==> src/rtl/plot_arbiter.sv <==
// plot_arbiter: shares the VGA pixel port between two burst requesters and a full-screen clear sweep
module plot_arbiter #(
  parameter int XW = 8,
  parameter int YW = 7,
  parameter int CW = 3,
  parameter int XMAX = 159,
  parameter int YMAX = 119,
  parameter logic [CW-1:0] CLEAR_COLOR = '0,
  parameter int MAX_BURST = 16
) (
  input  logic          clk,
  input  logic          reset,
  input  logic          clear_req,
  output logic          clear_busy,
  input  logic          req_a,
  input  logic [XW-1:0] x_a,
  input  logic [YW-1:0] y_a,
  input  logic [CW-1:0] c_a,
  output logic          gnt_a,
  input  logic          req_b,
  input  logic [XW-1:0] x_b,
  input  logic [YW-1:0] y_b,
  input  logic [CW-1:0] c_b,
  output logic          gnt_b,
  output logic [XW-1:0] xpos,
  output logic [YW-1:0] ypos,
  output logic [CW-1:0] color,
  output logic          plot
);
  localparam int NW = $clog2(MAX_BURST + 1);
  typedef enum logic [1:0] {IDLE, OWN_A, OWN_B, CLEAR} state_t;
  state_t state;
  logic clear_pending, rr_b;
  logic [NW-1:0] cnt;
  logic [XW-1:0] cx;
  logic [YW-1:0] cy;
  logic acc, pick_a, last_burst, x_end, last_px;
  logic [XW-1:0] x_o;
  logic [YW-1:0] y_o;
  logic [CW-1:0] c_o;
  // accept qualification, owner pixel mux and round-robin choice
  always_comb begin
    acc = (state == OWN_A && req_a) || (state == OWN_B && req_b);
    x_o = state == OWN_A ? x_a : x_b;
    y_o = state == OWN_A ? y_a : y_b;
    c_o = state == OWN_A ? c_a : c_b;
    pick_a = req_a && (!req_b || rr_b);
    last_burst = cnt == NW'(MAX_BURST - 1);
    x_end = cx == XW'(XMAX);
    last_px = x_end && cy == YW'(YMAX);
  end
  // arbitration FSM with registered pixel port, grants and clear bookkeeping
  always_ff @(posedge clk or negedge reset) begin
    if (!reset) begin
      state <= IDLE;
      xpos <= '0;
      ypos <= '0;
      color <= '0;
      plot <= 1'b0;
      gnt_a <= 1'b0;
      gnt_b <= 1'b0;
      clear_busy <= 1'b0;
      clear_pending <= 1'b0;
      cnt <= '0;
      rr_b <= 1'b1;
      cx <= '0;
      cy <= '0;
    end else begin
      plot <= 1'b0;
      if (clear_req && !clear_pending && state != CLEAR) begin
        clear_pending <= 1'b1;
        clear_busy <= 1'b1;
      end
      case (state)
        IDLE: begin
          if (clear_pending) begin
            state <= CLEAR;
          end else if (req_a || req_b) begin
            state <= pick_a ? OWN_A : OWN_B;
            gnt_a <= pick_a;
            gnt_b <= !pick_a;
            rr_b <= !pick_a;
          end
        end
        OWN_A, OWN_B: begin
          if (acc) begin
            xpos <= x_o;
            ypos <= y_o;
            color <= c_o;
            plot <= 1'b1;
            cnt <= cnt + 1'b1;
          end
          if (!acc || last_burst) begin
            state <= IDLE;
            gnt_a <= 1'b0;
            gnt_b <= 1'b0;
            cnt <= '0;
          end
        end
        default: begin
          xpos <= cx;
          ypos <= cy;
          color <= CLEAR_COLOR;
          plot <= 1'b1;
          cx <= x_end ? '0 : cx + 1'b1;
          cy <= x_end ? cy + 1'b1 : cy;
          if (last_px) begin
            state <= IDLE;
            clear_pending <= 1'b0;
            clear_busy <= 1'b0;
            cx <= '0;
            cy <= '0;
          end
        end
      endcase
    end
  end
endmodule

==> config.mk <==
export PLATFORM = sky130hd
export DESIGN_NAME = plot_arbiter
export DESIGN_NICKNAME = d
export VERILOG_FILES = /design/src/rtl/plot_arbiter.sv
export SDC_FILE = /design/constraint.sdc
export NUM_CORES = 1
export LEC_CHECK = 0
export ABC_AREA = 1
export BUFFER_PORTS_ARGS = -buffer_cell sky130_fd_sc_hd__buf_4
export CAP_MARGIN = 20
export CORE_ASPECT_RATIO = 0.7
export CORE_MARGIN = 2
export CORE_UTILIZATION = 40
export CTS_BUF_LIST = sky130_fd_sc_hd__clkbuf_16
export DETAILED_ROUTE_END_ITERATION = 10
export GPL_ROUTABILITY_DRIVEN = 1
export GPL_TIMING_DRIVEN = 1
export REMOVE_ABC_BUFFERS = 1
export SYNTH_ARGS = -nofsm -noshare
export SYNTH_HDL_FRONTEND = slang
export SYNTH_SLANG_ARGS = --single-unit
==> constraint.sdc <==
create_clock -name clk -period 1.35 [get_ports clk]
set_input_delay 0.27 -clock clk [delete_from_list [all_inputs] [get_ports clk]]
set_output_delay 0.27 -clock clk [all_outputs]
set_load 0.005 [all_outputs]
[Yosys cells after proc, flatten, opt, wreduce, memory -nomap -nowiden]
Index checks and enable logic that the tools add are counted.
Storage, ports and cells
  register bits: 46
  word-level logic and storage cells: 93
  input bits: 41
Operators by class
  reductions and logical operators: 27
  multiplexer cells: 36
  eq/ne operators: 11
  add/subtract/negate cells: 3
  bitwise gates (word level): 3
Operators with widths (count)
  8-bit two-way mux: 4
  7-bit two-way mux: 4
  8-bit case mux with 2 select lines: 1
  7-bit case mux with 2 select lines: 1
  1-bit two-way mux: 12
  2-bit two-way mux: 5
  5-bit two-way mux: 2
  2-bit != test (second input constant): 5
  8-bit by 1-bit adder with 8-bit output (second input constant): 1
  8-bit == test (second input constant): 1
  7-bit by 1-bit adder with 7-bit output (second input constant): 1
  7-bit == test (second input constant): 1
  1-bit logical AND: 6
  3-bit two-way mux: 2
  1-bit case mux with 2 select lines: 3
  3-bit case mux with 2 select lines: 1
  2-bit AND reduction: 3
  3-bit AND reduction: 2
  2-bit nonzero test: 3
  5-bit by 1-bit adder with 5-bit output (second input constant): 1
  5-bit by 4-bit == test with 1-bit output (second input constant): 1
  1-bit zero test: 4
  1-bit logical OR: 4
  2-bit case mux with 2 select lines: 1
  other kinds (9): 11

[Depth between registers and ports, before layout]
  depth after elaboration: 7
  depth in mapped cells: 12
  gate-level depth less buffers: 10

[Worst setup path after synthesis]
OpenSTA, ideal clock, no wires.
  path type: reg2reg
  start: register state[0]
  end: register xpos[1]
  path slack: -118 ps
  stages on the path, launching flop included: 8
  required time: 1285 ps
  period minus slack after synthesis: 1468 ps
  buffers on the path: 2
  data arrival time: 1403 ps
  path through: dfrtp_1 > inv_1 > ha_1 > buf_2 > buf_4 > o22ai_1 > nand2_1 > nand2_1
Between the ends
  word-level cells in the longest chain between the ends: 5
Ends and longest elaborated chain
  start, declared: line 32  | state_t state;
  start signal, assigned: line 79  | state <= pick_a ? OWN_A : OWN_B;
  2-bit by 1-bit == test with 1-bit output or 2-bit == test (tied branches): line 43, 44, 74
  1-bit logical AND: line 43  | acc = (state == OWN_A && req_a) || (state == OWN_B && req_b);
  1-bit logical OR: line 43
  2-bit != test (no line)
  2-bit AND reduction (no line)
  end signal, assigned: line 87  | xpos <= x_o;
  end, declared: line 25  | output logic [XW-1:0] xpos,
Several ways; a longest one is shown, not always the timed one. The select of a mux whose other input is x is not followed.
A chain may end at the register's enable or synchronous reset.

[Worst setup path after layout]
  start: register state[0]
  end: register color[1]
Between the ends
  word-level cells in the longest chain between the ends: 5
Ends and longest elaborated chain
  2-bit by 1-bit == test with 1-bit output or 2-bit == test (tied branches): line 43, 46, 74
  1-bit logical AND: line 43
  1-bit logical OR: line 43
  2-bit != test (no line)
  2-bit AND reduction (no line)
  end signal, assigned: line 89  | color <= c_o;
  end, declared: line 27  | output logic [CW-1:0] color,
Several ways; a longest one is shown, not always the timed one. The select of a mux whose other input is x is not followed.

==> metrics.txt <==
largest delay contributor family on the critical path buffers and inverters; Fin Setup TNS -3.261 ns; Pins Over Slew Limit 0; Routed Antenna Nets 0; DRT met1 WL 3438 um; slowest stage delay, CP 0.40 ns; root buf cell clkbuf_16; share of layout cells above drive strength 1 46.15%; final hold vios 0; WP data required 1.52 ns; critical path class flip-flop to flip-flop; top post-synthesis cells by area dfrtp_1 43%, nand2_1 13%, o21ai_0 6.3%, nor2_1 4.9%, inv_1 4.7%; worst slack at placement -0.1830 ns; gr usage total 21.60%; LEAKAGE 2.179 nW; status complete, but fails checks; number of synthesized register bits 46; CTS max path bufs 2; wire per inst 14.34 um; DRC marker count from the first detailed-route iteration 89; Yosys cell types 36; Synth Instances 336; most frequent cell on the critical path nand2_4; Chip Width 100.8 um; failing checks negative setup slack; initial antenna violation count 0; Synth warnings 0; Die ar. 7227 um2; # IOs 63; Max FO, Critical Path 5; Inserted Diodes 0; Tcrit/Tclk final 111.8%; cts bufs inserted 5; unrepaired setup endpoints after global routing yes; Starting Density 41.77%; vias 2581; arrival time worst endpoint 1.68 ns; Total Routed Length 7457 um; Die H 71.73 um; Hold WC Path Type input port to flip-flop; Final Critical Period 1.510 ns; Top Metal Used met4; fin nets 492; met2 routed WL 3530 um; WHS 0.2656 ns; # port buffers 62; Met3 Wirelength 409 um; most frequent cells in the layout 95 x buf_4, 63 x nand2_1, 45 x dfrtp_1, 30 x inv_1, 30 x nor2_1; sequential cell area 1152 um2; Slowest-stage cell, CP dfrtp_1; clock sink count 46; commonest non-fill, non-tap cell in the layout buf_4; area of the multi-input gates 1588 um2; post-DP HPWL 4873 um; CTS tree yes; FMAX 0.6624 GHz; Core Rows 24; largest net degree at the start of global routing 25; nature of the critical path endpoint flip-flop; CP startpoint kind flip-flop; area fraction of the dominant cell type after synthesis 42.96%; Syn-to-layout area delta 56.85%; relative slew slack 78.17%; vias in the first global route 2478; drt pass-1 iters 4; gpl congestion 0.7888; core area 6276 um2; Synth area leader dfrtp_1; Worst-path clk slew 0.06 ns; DRC 0; final setup fails 32; GR Overflow Total 0; clk_skew 0.003391 ns; buffers plus inverters on the worst setup path 3; worst-margin pin slew 0.3250 ns; Util after Layout 65.51%; fill count 534; power per cell area 650.8 nW/um2; first-pass GRT wire length 12180 um; crit path cell chain buf_4, ha_4, nand2_4, nand2_4, inv_4, nand2_4, nand2_8, clkbuf_16, o21ai_1; via/cell ratio 4.963; Syn Std Cell Area 2621 um2; H-tree Lvls 2; max-cap violations 0; sequential share of the synthesized area 43.96%; PnR worst setup slack -0.1598 ns; VDD IR-drop max 0.0004793 V; syn avg cell area 7.801 um2; worst skew pair latency 0.28 ns
[flip-flops by register name (all words and copies together) (netlist names)]
register	flops
clear_busy	1
clear_pending	1
cnt	5
color	3
cx	8
cy	7
gnt_a	1
gnt_b	1
plot	1
rr_b	1
state	2
xpos	8
ypos	7
[routing by layer]
layer	GRT usage, %	up-vias
li1	-	1291
met1	31.39	1210
met2	33.85	71
met3	3.707	9
met4	5.023	0
met5	0	-
[final timing paths]
kind	end	slack (ns)	start	cells past startpoint
max in group asynchronous	cy[0]$_DFFE_PN0P_	0.49	reset	3
max	color[1]$_DFFE_PN0P_	-0.16	state[0]$_DFFE_PN0P_	9
min in group asynchronous	cx[1]$_DFFE_PN0N_	0.43	reset	2
min reg2reg	ypos[3]$_DFFE_PN0P_	0.49	ypos[3]$_DFFE_PN0P_	2
max reg2reg	color[1]$_DFFE_PN0P_	-0.16	state[0]$_DFFE_PN0P_	9
min	color[0]$_DFFE_PN0P_	0.27	c_b[0]	3
[stage by stage]
stage	instance area [um2]	std cells	power (mW)
floorplan	2530	324	1.409
CTS	3872	514	2.700
global placement	3403	497	1.541
detailed placement	3403	497	1.540
global route	4111	520	2.782
finish	4111	520	2.676
[logic make-up (layout without fill, tap and decap cells)]
family          after synthesis  after routing  share of synthesized area, %
compound gates               58             58                         12.08
flops                        46             46                         43.96
buf+inv                      52            158                         9.307
xor+xnor                      7              7                         2.339
simple gates                164            164                         28.02
fa+ha+maj                     9              9                         4.296
[layout make-up]
cell class | instances | share of cell area [%]
Multi-Input combinational cell | 238 | 38.62
Sequential cell | 46 | 28.03
Timing Repair Buffer | 111 | 23.80
Inverter | 40 | 3.956
Clock buffer | 5 | 3.043
Tap cell | 78 | 2.374
Clock inverter | 2 | 0.1826
[where the power goes]
group	internal (mW)	switching (mW)
combinational	0.0818	0.0561
clock	0.663	0.497
sequential	1.38	0
total	2.12	0.553
[cell usage after synthesis, drive strengths merged]
library cell / n
o22ai: 12
inv: 39
clkbuf: 2
nand3b: 1
a21oi: 4
nand3: 16
o21bai: 1
ha: 9
nand4: 2
buf: 10
nand2: 101
xor2: 5
nor3: 4
and3: 1
xnor2: 2
o21ai: 39
nor3b: 1
dfstp: 1
clkinv: 1
dfrtp: 45
nor2: 38
a22oi: 2
[worst min-delay path, cell delays in order]
cell and delay (ns):
buf_4 0.08, o21ai_1 0.06, o21ai_2 0.12
[timing repair]
action                                  4_1_cts  5_1_grt
pin swaps                                    17       23
endpoints found under the setup margin       36       40
resized for setup                            61       55
endpoints found under the hold margin        21        0
hold buffers                                  1        0
cloned                                        1        1
buffers inserted                              8        6
No activity file was read; power rests on OpenSTA's default activity.
